## src/rtl/clock_monitor_if.sv

```systemverilog
// rtl/clock_monitor_if.sv - monitored-clock input and measurement outputs of clock_monitor.
// i_stop exists only when CLOCK_MONITOR_STOP_EN is defined.
interface clock_monitor_if #(
   parameter int p_width = 16
);
   logic               i_in;
`ifdef CLOCK_MONITOR_STOP_EN
   logic               i_stop;
`endif
   logic               o_posedge;
   logic               o_negedge;
   logic               o_edge;
   logic [p_width-1:0] o_period;
   logic               o_locked;
   logic               o_lost;

   modport master (
`ifdef CLOCK_MONITOR_STOP_EN
      output i_stop,
`endif
      output i_in,
      input  o_posedge,
      input  o_negedge,
      input  o_edge,
      input  o_period,
      input  o_locked,
      input  o_lost
   );

   modport slave (
`ifdef CLOCK_MONITOR_STOP_EN
      input  i_stop,
`endif
      input  i_in,
      output o_posedge,
      output o_negedge,
      output o_edge,
      output o_period,
      output o_locked,
      output o_lost
   );
endinterface

```

## src/rtl/clock_monitor.sv

```systemverilog
// rtl/clock_monitor.sv - synchronises a slow clock, measures its half-period and tracks lock.
// Optional CLOCK_MONITOR_STOP_EN adds i_stop, which freezes the counter and lock state.
module clock_monitor #(
   parameter int p_divider    = 50,
   parameter int p_tolerance  = 2,
   parameter int p_lock_count = 4,
   parameter int p_width      = 16
) (
   input  logic            i_clk,
   input  logic            i_rst,
   clock_monitor_if.slave  mon
);
   typedef enum logic [1:0] {
      ST_IDLE    = 2'd0,
      ST_MEASURE = 2'd1,
      ST_LOCKED  = 2'd2
   } state_t;

   localparam int c_good_w = $clog2(p_lock_count + 1);
   localparam logic [p_width-1:0] c_lo =
      (p_divider > p_tolerance) ? p_width'(p_divider - p_tolerance) : '0;
   localparam logic [p_width-1:0] c_hi      = p_width'(p_divider + p_tolerance);
   localparam logic [p_width-1:0] c_timeout = p_width'(p_divider + p_tolerance + 1);
   localparam logic [c_good_w-1:0] c_lock   = c_good_w'(p_lock_count);

   logic                r_s1, r_s2, r_s3;
   logic                r_pos, r_neg;
   logic [p_width-1:0]  r_cnt;
   logic [p_width-1:0]  r_period;
   logic [c_good_w-1:0] r_good;
   logic                r_lost;
   state_t              r_state;

   state_t              w_state_next;
   logic [c_good_w-1:0] w_good_next;
   logic                w_lost_next;
   logic                w_edge;
   logic                w_fsm_edge;
   logic                w_in_range;
   logic                w_timeout;
   logic                w_stop;
   logic                w_skip;

`ifdef CLOCK_MONITOR_STOP_EN
   // After a stop the running count is stale, so the first edge only re-arms measurement.
   logic r_skip;

   assign w_stop = mon.i_stop;
   assign w_skip = r_skip;

   always_ff @(posedge i_clk or negedge i_rst) begin
      if (!i_rst) begin
         r_skip <= 1'b0;
      end else if (w_stop) begin
         r_skip <= 1'b1;
      end else if (w_edge) begin
         r_skip <= 1'b0;
      end
   end
`else
   assign w_stop = 1'b0;
   assign w_skip = 1'b0;
`endif

   assign w_edge     = r_pos | r_neg;
   assign w_fsm_edge = w_edge && !w_stop && !w_skip;
   assign w_in_range = (r_cnt >= c_lo) && (r_cnt <= c_hi);
   assign w_timeout  = !w_edge && !w_stop && !w_skip && (r_cnt == c_timeout);

   always_ff @(posedge i_clk or negedge i_rst) begin
      if (!i_rst) begin
         r_s1     <= 1'b0;
         r_s2     <= 1'b0;
         r_s3     <= 1'b0;
         r_pos    <= 1'b0;
         r_neg    <= 1'b0;
         r_cnt    <= '0;
         r_period <= '0;
      end else begin
         r_s1  <= mon.i_in;
         r_s2  <= r_s1;
         r_s3  <= r_s2;
         r_pos <= r_s2 & ~r_s3;
         r_neg <= ~r_s2 & r_s3;
         if (w_edge) begin
            r_period <= r_cnt;
         end
         if (w_stop) begin
            r_cnt <= r_cnt;
         end else if (w_edge) begin
            r_cnt <= p_width'(1);
         end else if (r_cnt != '1) begin
            r_cnt <= r_cnt + 1'b1;
         end
      end
   end

   always_ff @(posedge i_clk or negedge i_rst) begin
      if (!i_rst) begin
         r_state <= ST_IDLE;
         r_good  <= '0;
         r_lost  <= 1'b0;
      end else begin
         r_state <= w_state_next;
         r_good  <= w_good_next;
         r_lost  <= w_lost_next;
      end
   end

   always_comb begin
      w_state_next = r_state;
      w_good_next  = r_good;
      w_lost_next  = 1'b0;
      case (r_state)
         ST_IDLE: begin
            if (w_fsm_edge) begin
               w_state_next = ST_MEASURE;
               w_good_next  = '0;
            end
         end
         ST_MEASURE: begin
            if (w_fsm_edge) begin
               if (w_in_range) begin
                  w_good_next = r_good + 1'b1;
                  if ((r_good + 1'b1) == c_lock) begin
                     w_state_next = ST_LOCKED;
                  end
               end else begin
                  w_good_next = '0;
               end
            end else if (w_timeout) begin
               w_state_next = ST_IDLE;
               w_good_next  = '0;
            end
         end
         ST_LOCKED: begin
            if (w_fsm_edge) begin
               if (!w_in_range) begin
                  w_state_next = ST_MEASURE;
                  w_good_next  = '0;
                  w_lost_next  = 1'b1;
               end
            end else if (w_timeout) begin
               w_state_next = ST_IDLE;
               w_good_next  = '0;
               w_lost_next  = 1'b1;
            end
         end
         default: begin
            w_state_next = ST_IDLE;
            w_good_next  = '0;
         end
      endcase
   end

   assign mon.o_posedge = r_pos;
   assign mon.o_negedge = r_neg;
   assign mon.o_edge    = w_edge;
   assign mon.o_period  = r_period;
   assign mon.o_locked  = (r_state == ST_LOCKED);
   assign mon.o_lost    = r_lost;
endmodule

```

## src/flat_wrapper.sv

```systemverilog
// flat-port wrapper written by rule: the top's interface ports become plain ports
module clock_monitor_flat 
#(
   parameter int p_divider    = 50,
   parameter int p_tolerance  = 2,
   parameter int p_lock_count = 4,
   parameter int p_width      = 16
)
  (i_clk, i_rst, mon_i_in, mon_o_posedge, mon_o_negedge, mon_o_edge, mon_o_period, mon_o_locked, mon_o_lost);
  clock_monitor_if #(.p_width(p_width)) mon_i ();
  input  logic i_clk;
  input  logic i_rst;
  input wire logic [$bits(mon_i.i_in)-1:0] mon_i_in;
  output wire logic [$bits(mon_i.o_posedge)-1:0] mon_o_posedge;
  output wire logic [$bits(mon_i.o_negedge)-1:0] mon_o_negedge;
  output wire logic [$bits(mon_i.o_edge)-1:0] mon_o_edge;
  output wire logic [$bits(mon_i.o_period)-1:0] mon_o_period;
  output wire logic [$bits(mon_i.o_locked)-1:0] mon_o_locked;
  output wire logic [$bits(mon_i.o_lost)-1:0] mon_o_lost;
  assign mon_i.i_in = mon_i_in;
  assign mon_o_posedge = mon_i.o_posedge;
  assign mon_o_negedge = mon_i.o_negedge;
  assign mon_o_edge = mon_i.o_edge;
  assign mon_o_period = mon_i.o_period;
  assign mon_o_locked = mon_i.o_locked;
  assign mon_o_lost = mon_i.o_lost;
  clock_monitor #(.p_divider(p_divider), .p_tolerance(p_tolerance), .p_lock_count(p_lock_count), .p_width(p_width)) u_core (.i_clk(i_clk), .i_rst(i_rst), .mon(mon_i));
endmodule
```

## config.mk

```make
export PLATFORM = sky130hd
export DESIGN_NAME = clock_monitor_flat
export DESIGN_NICKNAME = d
export VERILOG_FILES = /design/src/rtl/clock_monitor_if.sv /design/src/rtl/clock_monitor.sv /design/src/flat_wrapper.sv
export SDC_FILE = /design/constraint.sdc
export NUM_CORES = 1
export LEC_CHECK = 0
export ABC_AREA = 0
export BUFFER_PORTS_ARGS = -buffer_cell sky130_fd_sc_hd__buf_2
export CAP_MARGIN = 0
export CELL_PAD_IN_SITES_DETAIL_PLACEMENT = 0
export CELL_PAD_IN_SITES_GLOBAL_PLACEMENT = 1
export CORE_MARGIN = 1
export CORE_UTILIZATION = 40
export DETAILED_ROUTE_END_ITERATION = 8
export PLACE_DENSITY_LB_ADDON = 0.08
export SYNTH_ARGS = -nofsm -noshare
export SYNTH_HDL_FRONTEND = slang
export SYNTH_SLANG_ARGS = --single-unit
```

## constraint.sdc

```tcl
create_clock -name i_clk -period 5 [get_ports i_clk]
set_clock_uncertainty 0.05 [all_clocks]
set_input_delay 1 -clock i_clk [delete_from_list [all_inputs] [get_ports i_clk]]
set_output_delay 1 -clock i_clk [all_outputs]
set_load 0.01 [all_outputs]
```

==> results.txt, run 1 <==
----------------------------------------------------
[Worst setup path]
  Slowest cell delay on critical path ... 0.43 ns
  Required time of the worst setup path ... slightly below 4 ns
  Startpoint-to-endpoint class of the critical path ... flip-flop to output pin
  Cell-by-cell listing of the critical path ... inv_1 -> ha_1 -> buf_2
  Worst path arrival time ... ~1.4 ns
  Kind of start point of the critical path ... flip-flop
  Worst Reg2Reg Path Length in Cells ... 7
  Maximum fanout along the worst path ... 10
  Worst path slowest cell ... dfrtp_1
  Crit. End Element ... output pin

[STA]
  Final Setup Violations ... 0
  Share of the cycle needed by the critical path after routing ... 0.488
  Max-slew violation count ... 0
  Final TNS setup ... 0 ns
  RSZ-0062 raised after global routing ... no
  Final hold violations ... 0
  Slew margin rel. ... 0.359
  Tmin final ... about 2.4 ns
  FMAX ... about 410 MHz
  Transition time of the tightest slew-check pin ... between 0.9 and 1 ns

[Drt]
  Detailed router's first-iteration violation count ... between 100 and 150
  Post-detailed-route DRC marker count ... 0
  Drt pass-1 iters ... 4
  Per-cell via count in the routed design ... approximately 5
  Final antenna-violating net count ... 0
  Vias post-DR ... ~1600
  Total wire length after detailed routing ... 4350 µm
  Wirelength per Cell ... 13.7 µm

[Pwr]
  Power density over the cells ... ~360 nW/µm²
  Peak supply drop ... 0.201 mV
  Standby leakage power ... ~0.0012 µW

[Global route]
  Remaining global-route overflow ... 0
  Pin count of the biggest net entering global routing ... 44
  Overall Global Routing Usage ... 0.173
  Vias in the first global route ... 1480
  First-pass GRT wire length ... around 7400 µm
  Number of antenna violations at the first check in global routing ... 0

[Synthesis]
  Largest family of logic cells by synthesized area ... simple AND/OR/NAND/NOR gates
  Synth Area in Compound Gates ... 0.104
  Nets in the synthesized netlist ... 236
  Count of different cell masters after synthesis ... 43
  Synth Area in Simple Gates ... 0.261
  Synthesis-stage register bit count ... 43
  Area share of xor/xnor cells in the synthesized design ... 0.0526
  Mean cell area of the mapped netlist ... 9.66 µm²
  Post-synthesis mux area share ... 0
  Cell type with the highest aggregate area in the netlist ... dfrtp_1
  Area share of fa/ha/maj cells after synthesis ... 0.0521
  Post-synthesis sequential area ratio ... 0.497
  Synth warnings ... 0
  Post-synthesis cell count ... around 220
  Proportion of synthesized flip-flops having asynchronous set or reset ... 1.00
  Cells taking the most area after synthesis ... dfrtp_1, nand2_1, ha_1, xor2_1, nor2_1
  Post-synth EDFFs ... 0
  Predominant post-synthesis flop cell ... dfrtp_1
  Cell area after synthesis ... approximately 2200 µm²
  Fraction of post-synthesis cell area in the top cell type by area ... 0.497

[Placed design]
  Detail Placement HPWL ... between 2000 and 3000 µm
  Port Buffer Count ... 23
  Placed cell count ... 309
  Final estimated routing congestion in global placement ... ~0.78
  Placed standard-cell area ... 2340 µm²

[Finish]
  Sequential cell area ... ~1100 µm²
  Layout net count ... 258
  Multi-input combinational cell area ... 1020 µm²
  Post-route cell area ... 2460 µm²
  Final standard cell count with taps included and fillers excluded ... 317
  Layout cell share with drive strength beyond 1 ... 0.174
  Synthesis-to-layout area growth ... 13.9%
  Diode count ... 0
  Final-layout fill cell count ... about 510

[Die]
  Starting density of the core ... 0.418
  Die Y ... ~76 µm
  Row count ... 26
  Top-level port count ... 24
  Die Outline Area ... about 5700 µm²
  DIE WIDTH ... 75.5 µm
  Placeable core region ... slightly above 5000 µm²

[Clock network]
  Clock network latency to the later pin of the worst-skew pair ... 0.29 ns
  Post-CTS setup buffer count ... 0
  Count of instances resized after the clock tree is built ... 0
  Clock root cell ... clkbuf_8
  Sink count of the clock tree ... 43
  Clock tree from TritonCTS ... yes
  Number of H-tree levels ... 2
  Clock transition time at the flip-flop clock pins of the worst setup and hold paths ... about 0.090 ns
  Cts-stage hold buffer count ... 0
  Total clock buffers created by CTS ... 5
  Number of buffers between clock root and the deepest sink ... 2

[Flow run]
  Max-cap check violation count ... 0

[Worst hold path]
  Tightest Hold Check Type ... flip-flop to flip-flop
  Depth of the worst hold-timing path ... 0

[Status]
  Run status ... finished, final reports clean

----------------------------------------------------
==> state kept, by name (all words and copies together), names as in the netlist <==
name	flops
u_core.mon.o_lost	1
u_core.mon.o_negedge	1
u_core.mon.o_period	16
u_core.mon.o_posedge	1
u_core.r_cnt	16
u_core.r_good	3
u_core.r_s1	1
u_core.r_s2	1
u_core.r_s3	1
u_core.r_state	2
==> synth_stat cells (all sizes together), types with 4 or more instances <==
master	n
nand2	52
dfrtp	43
nor2	18
xor2	12
o21ai	11
ha	9
a21oi	8
inv	7
and3	6
nand4	6
buf	5
clkbuf	5
nand3	4
==> logic make-up after synthesis <==
kind of cell,count (synthesis)
AND/OR/NAND/NOR,106
buffers and inverters,18
AO/OA/AOI/OAI,35
flip-flops,43
XOR/XNOR,13
adder cells (fa/ha/maj),9
==> area by class of cell <==
type / instances / area share
clock buffer: 6 / 0.0335
clock inverter: 2 / 0.0157
inverter: 8 / 0.0122
multi-input combinational: 163 / 0.413
sequential: 43 / 0.437
tap: 70 / 0.0356
timing repair buffer: 25 / 0.0528
==> critical path: cells and delay by family, from the launching register on <==
family	cells	cell delay [ns]
adders and majority gates	1	0.37
DFF	1	0.43
buffers and inverters	2	0.30
==> metrics by stage <==
stage / hold slack, ns / utilization / setup slack (ns) / total power, µW
global placement: 0.284 / 0.453 / 2.90 / 613
global route: 0.312 / 0.476 / 2.45 / 957
finish: 0.305 / 0.476 / 2.56 / 899
floorplan: 0.281 / - / 2.97 / 553
detailed placement: 0.289 / 0.453 / 2.88 / 613
CTS: 0.309 / 0.476 / 2.54 / 908
==> layer usage <==
metal / wire length, µm / track usage / vias to the layer above / part of all wire
li1: - / - / 814 / -
met1: 2250 / 0.261 / 781 / 0.52
met2: 1930 / 0.252 / 33 / 0.44
met3: 146 / 0.0357 / 2 / 0.034
met4: 19 / 0.0432 / 0 / 0.0044
met5: 0 / 0 / - / 0
==> cells in the final DEF (no fill, tap or decap), types with 3 or more instances in the layout <==
master and n:
nand4_1 5, o2111ai_1 3, xor2_1 12, buf_2 23, nand2_1 52, o21ai_0 11
ha_1 9, a31oi_1 3, dfrtp_1 43, inv_1 7, nor2_1 17, nand2b_1 3
nand3_1 4, and3_1 4, clkbuf_8 6, a21oi_1 8
==> power by group <==
part | leakage [µW] | switching [µW] | internal [µW]
registers | 0.000578 | 28.1 | 375
logic | 0.000584 | 121 | 82.2
clock network | 0.0000618 | 128 | 164
total | 0.00122 | 277 | 622
==> final timing paths <==
check,startpoint,end,slack [ns]
setup / recovery,u_core.r_state[0],mon_o_locked,2.56
hold / removal,u_core.r_s1,u_core.r_s2,0.31
setup reg to reg,u_core.mon.o_negedge,u_core.r_state[0],2.92
hold reg to reg,u_core.r_s1,u_core.r_s2,0.31
max in group asynchronous,i_rst,u_core.mon.o_period[1],3.50
min in group asynchronous,i_rst,u_core.r_state[1],0.79
(Power assumes the default switching activity.)
==> run 2: changes to the inputs <==
clock period = 2 ns   (was 5 ns; I/O delays follow)
==> run 2 against run 1 <==
Against the previous run: die area stayed put; hold slack got worse by 0.30 ns; critical path depth increased by 1; via count is 4.1% higher; register-to-register slack got worse by 2.8 ns; worst setup slack got worse by 2.5 ns; global-route usage shrank 0.10 points; final cell count up 1.9%; count of clock-buffer cells in the layout shrank 1; largest cell class unchanged.
==> results.txt, run 2 (synthesis gave the netlist of run 1 again) <==
----------------------------------------------------
[Status]
  Run status ... finished, final reports clean

[Global route]
  Remaining global-route overflow ... 0 (unchanged)
  Overall Global Routing Usage ... 0.172 (-0.00103)
  Most heavily used metal layer in global routing ... met2
  Vias in the first global route ... 1490 (+0.68%)
  First-pass GRT wire length ... 7230 µm (-2.1%)
  GRT met2 Usage ... 0.256 (+0.00397)
  Number of antenna violations at the first check in global routing ... 0 (unchanged)
  Pin count of the biggest net entering global routing ... 30 (-32%)
  Met3 Usage GRT ... 0.0397 (+0.00397)
  Met1 Track Usage GR ... 0.247 (-0.0138)

[Drt]
  Wirelength per Cell ... 14.0 µm (+2.1%)
  Drt pass-1 iters ... 4 (unchanged)
  Post-detailed-route DRC marker count ... 0 (unchanged)
  Final antenna-violating net count ... 0 (unchanged)
  Per-cell via count in the routed design ... 5.25 (+2.2%)
  Vias post-DR ... 1697 (+4.1%)
  Detailed router's first-iteration violation count ... 66 (-51%)
  Total wire length after detailed routing ... 4530 µm (+4.0%)

[Worst hold path]
  Tightest Hold Check Type ... input port to asynchronous set/reset pin

[Finish]
  Post-route cell area ... 2500 µm² (+1.6%)
  Synthesis-to-layout area growth ... 15.7%
  Final standard cell count with taps included and fillers excluded ... 323 (+1.9%)
  Diode count ... 0 (unchanged)
  Final-layout fill cell count ... 505 (-0.79%)
  Layout cell share with drive strength beyond 1 ... 0.198 (+0.0235)
  Most frequent standard cell in the layout excluding fill and tap cells ... nand2_1
  Layout net count ... 264 (+2.3%)
  Commonest cells after routing, fill and taps aside ... nand2_1, dfrtp_1, buf_2

[Die]
  Row count ... 26 (unchanged)
  DIE WIDTH ... 75.5 µm (unchanged)
  Placeable core region ... 5170 µm² (unchanged)
  Starting density of the core ... 0.418 (unchanged)
  Die Outline Area ... 5710 µm² (unchanged)
  Top-level port count ... 24 (unchanged)
  Die Y ... 75.5 µm (unchanged)

[Worst setup path]
  Worst path arrival time ... 1.44 ns (+0.05 ns)
  Cell-by-cell listing of the critical path ... nor2_2 -> clkinv_2 -> buf_4 -> buf_2
  Worst reg2reg startpoint ... u_core.r_cnt[11]
  Required time of the worst setup path ... 1.55 ns (-2.40 ns)
  Worst Reg2Reg Path Length in Cells ... 5 (-2)
  Critical path origin ... u_core.mon.o_negedge
  Slowest cell delay on critical path ... 0.40 ns (-0.03 ns)
  Maximum fanout along the worst path ... 11 (+1)
  Kind of start point of the critical path ... flip-flop
  Flop2flop setup slack ... 0.12 ns (-2.80 ns)
  End of the worst register-to-register path ... u_core.r_state[0]
  Number of buffers and inverters on the critical path ... 3 (+1)
  Crit. End Element ... output pin
  Worst path slowest cell ... dfrtp_1
  Startpoint-to-endpoint class of the critical path ... flip-flop to output pin
  Kind of cell adding the most delay to the critical path ... buffers and inverters

[Placed design]
  Detail Placement HPWL ... 3160 µm (+10%)
  Final estimated routing congestion in global placement ... 0.794 (+1.2%)
  Port Buffer Count ... 23 (unchanged)
  Placed standard-cell area ... 2410 µm² (+3.0%)
  Placed cell count ... 315 (+1.9%)

[STA]
  Max-slew violation count ... 0 (unchanged)
  Transition time of the tightest slew-check pin ... 0.502 ns (-0.460 ns)
  Final hold violations ... 0 (unchanged)
  Share of the cycle needed by the critical path after routing ... 0.944
  Final Setup Violations ... 0 (unchanged)
  RSZ-0062 raised after global routing ... no
  Slew margin rel. ... 0.665 (+0.306)
  Tmin final ... 1.89 ns
  FMAX ... approximately 530 MHz
  Final TNS setup ... 0 ns (unchanged)

[Clock network]
  Clock tree from TritonCTS ... yes
  Post-CTS setup buffer count ... 0 (unchanged)
  Clock network latency to the later pin of the worst-skew pair ... 0.30 ns (about the same)
  Clock transition time at the flip-flop clock pins of the worst setup and hold paths ... 0.09 ns (about the same)
  Sink count of the clock tree ... 43 (unchanged)
  Total clock buffers created by CTS ... 5 (unchanged)
  Clock root cell ... clkbuf_8
  Number of H-tree levels ... 2 (unchanged)
  Number of buffers between clock root and the deepest sink ... 2 (unchanged)

[Pwr]
  Total design power ... 2120 µW (+140%)
  Power density over the cells ... 847 nW/µm² (+130%)
  Peak supply drop ... 0.404 mV (+100%)
  Standby leakage power ... 0.00124 µW (+1.7%)

[Flow run]
  Max-cap check violation count ... 0 (unchanged)

----------------------------------------------------
-- run 2: cell count changes in the layout (fill, tap and decap cells not counted), sizes merged --
cell      change
clkinvlp      +2
bufinv        -1
buf           +6
clkinv        +1
inv           -1
clkbuf        -1
-- run 2: per-stage QoR --
step | hold slack, ns | worst slack (ns) | utilization
2_1_floorplan | 0.0544 | 0.223 | -
3_3_place_gp | 0.284 | 0.101 | 0.466
3_5_place_dp | 0.288 | 0.110 | 0.466
4_1_cts | 0.0231 | 0.0801 | 0.484
5_1_grt | 0.0322 | 0.00628 | 0.484
6_report | 0.00570 | 0.112 | 0.484
-- run 2: what timing repair did --
item | 4_1_cts | 5_1_grt
setup endpoints to repair | 1 | 0
hold buffers | 0 | 0
gates resized for setup | 1 | 0
-- run 2: power by group --
| group | internal [µW] | switching [µW] |
|---|---|---|
| registers | 939 | 68.3 |
| clock network | 243 | 321 |
| logic | 235 | 314 |
-- run 2: metal layers --
layer / wire length [µm] / up-vias / part of all wire
li1: - / 825 / -
met1: 2310 / 822 / 0.51
met2: 1970 / 41 / 0.44
met3: 175 / 9 / 0.039
met4: 70 / 0 / 0.015
met5: 0 / - / 0
-- run 2: worst reg2reg max path: stages (launching register included) --
cell	delay, ns
dfrtp_1	0.46
nor4_2	0.40
and3_4	0.28
nor3b_4	0.30
or4_1	0.17
a41oi_1	0.11
-- run 2: area by class of cell --
type | count | area (µm²) | area share
clock buffer | 5 | 68.8 | 0.0275
clock inverter | 3 | 20.0 | 0.00800
inverter | 8 | 31.3 | 0.0125
multi-input combinational | 163 | 1020 | 0.407
sequential | 43 | 1080 | 0.430
tap | 70 | 87.6 | 0.0350
timing repair buffer | 31 | 200 | 0.0800
-- run 2: how the worst max path moves through the flow --
stage / end / cells past startpoint
floorplan: u_core.r_good[1] / 6
global placement: u_core.r_good[1] / 5
detailed placement: u_core.r_state[0] / 5
CTS: mon_o_edge / 4
global route: u_core.r_cnt[2] / 6
finish: mon_o_edge / 4
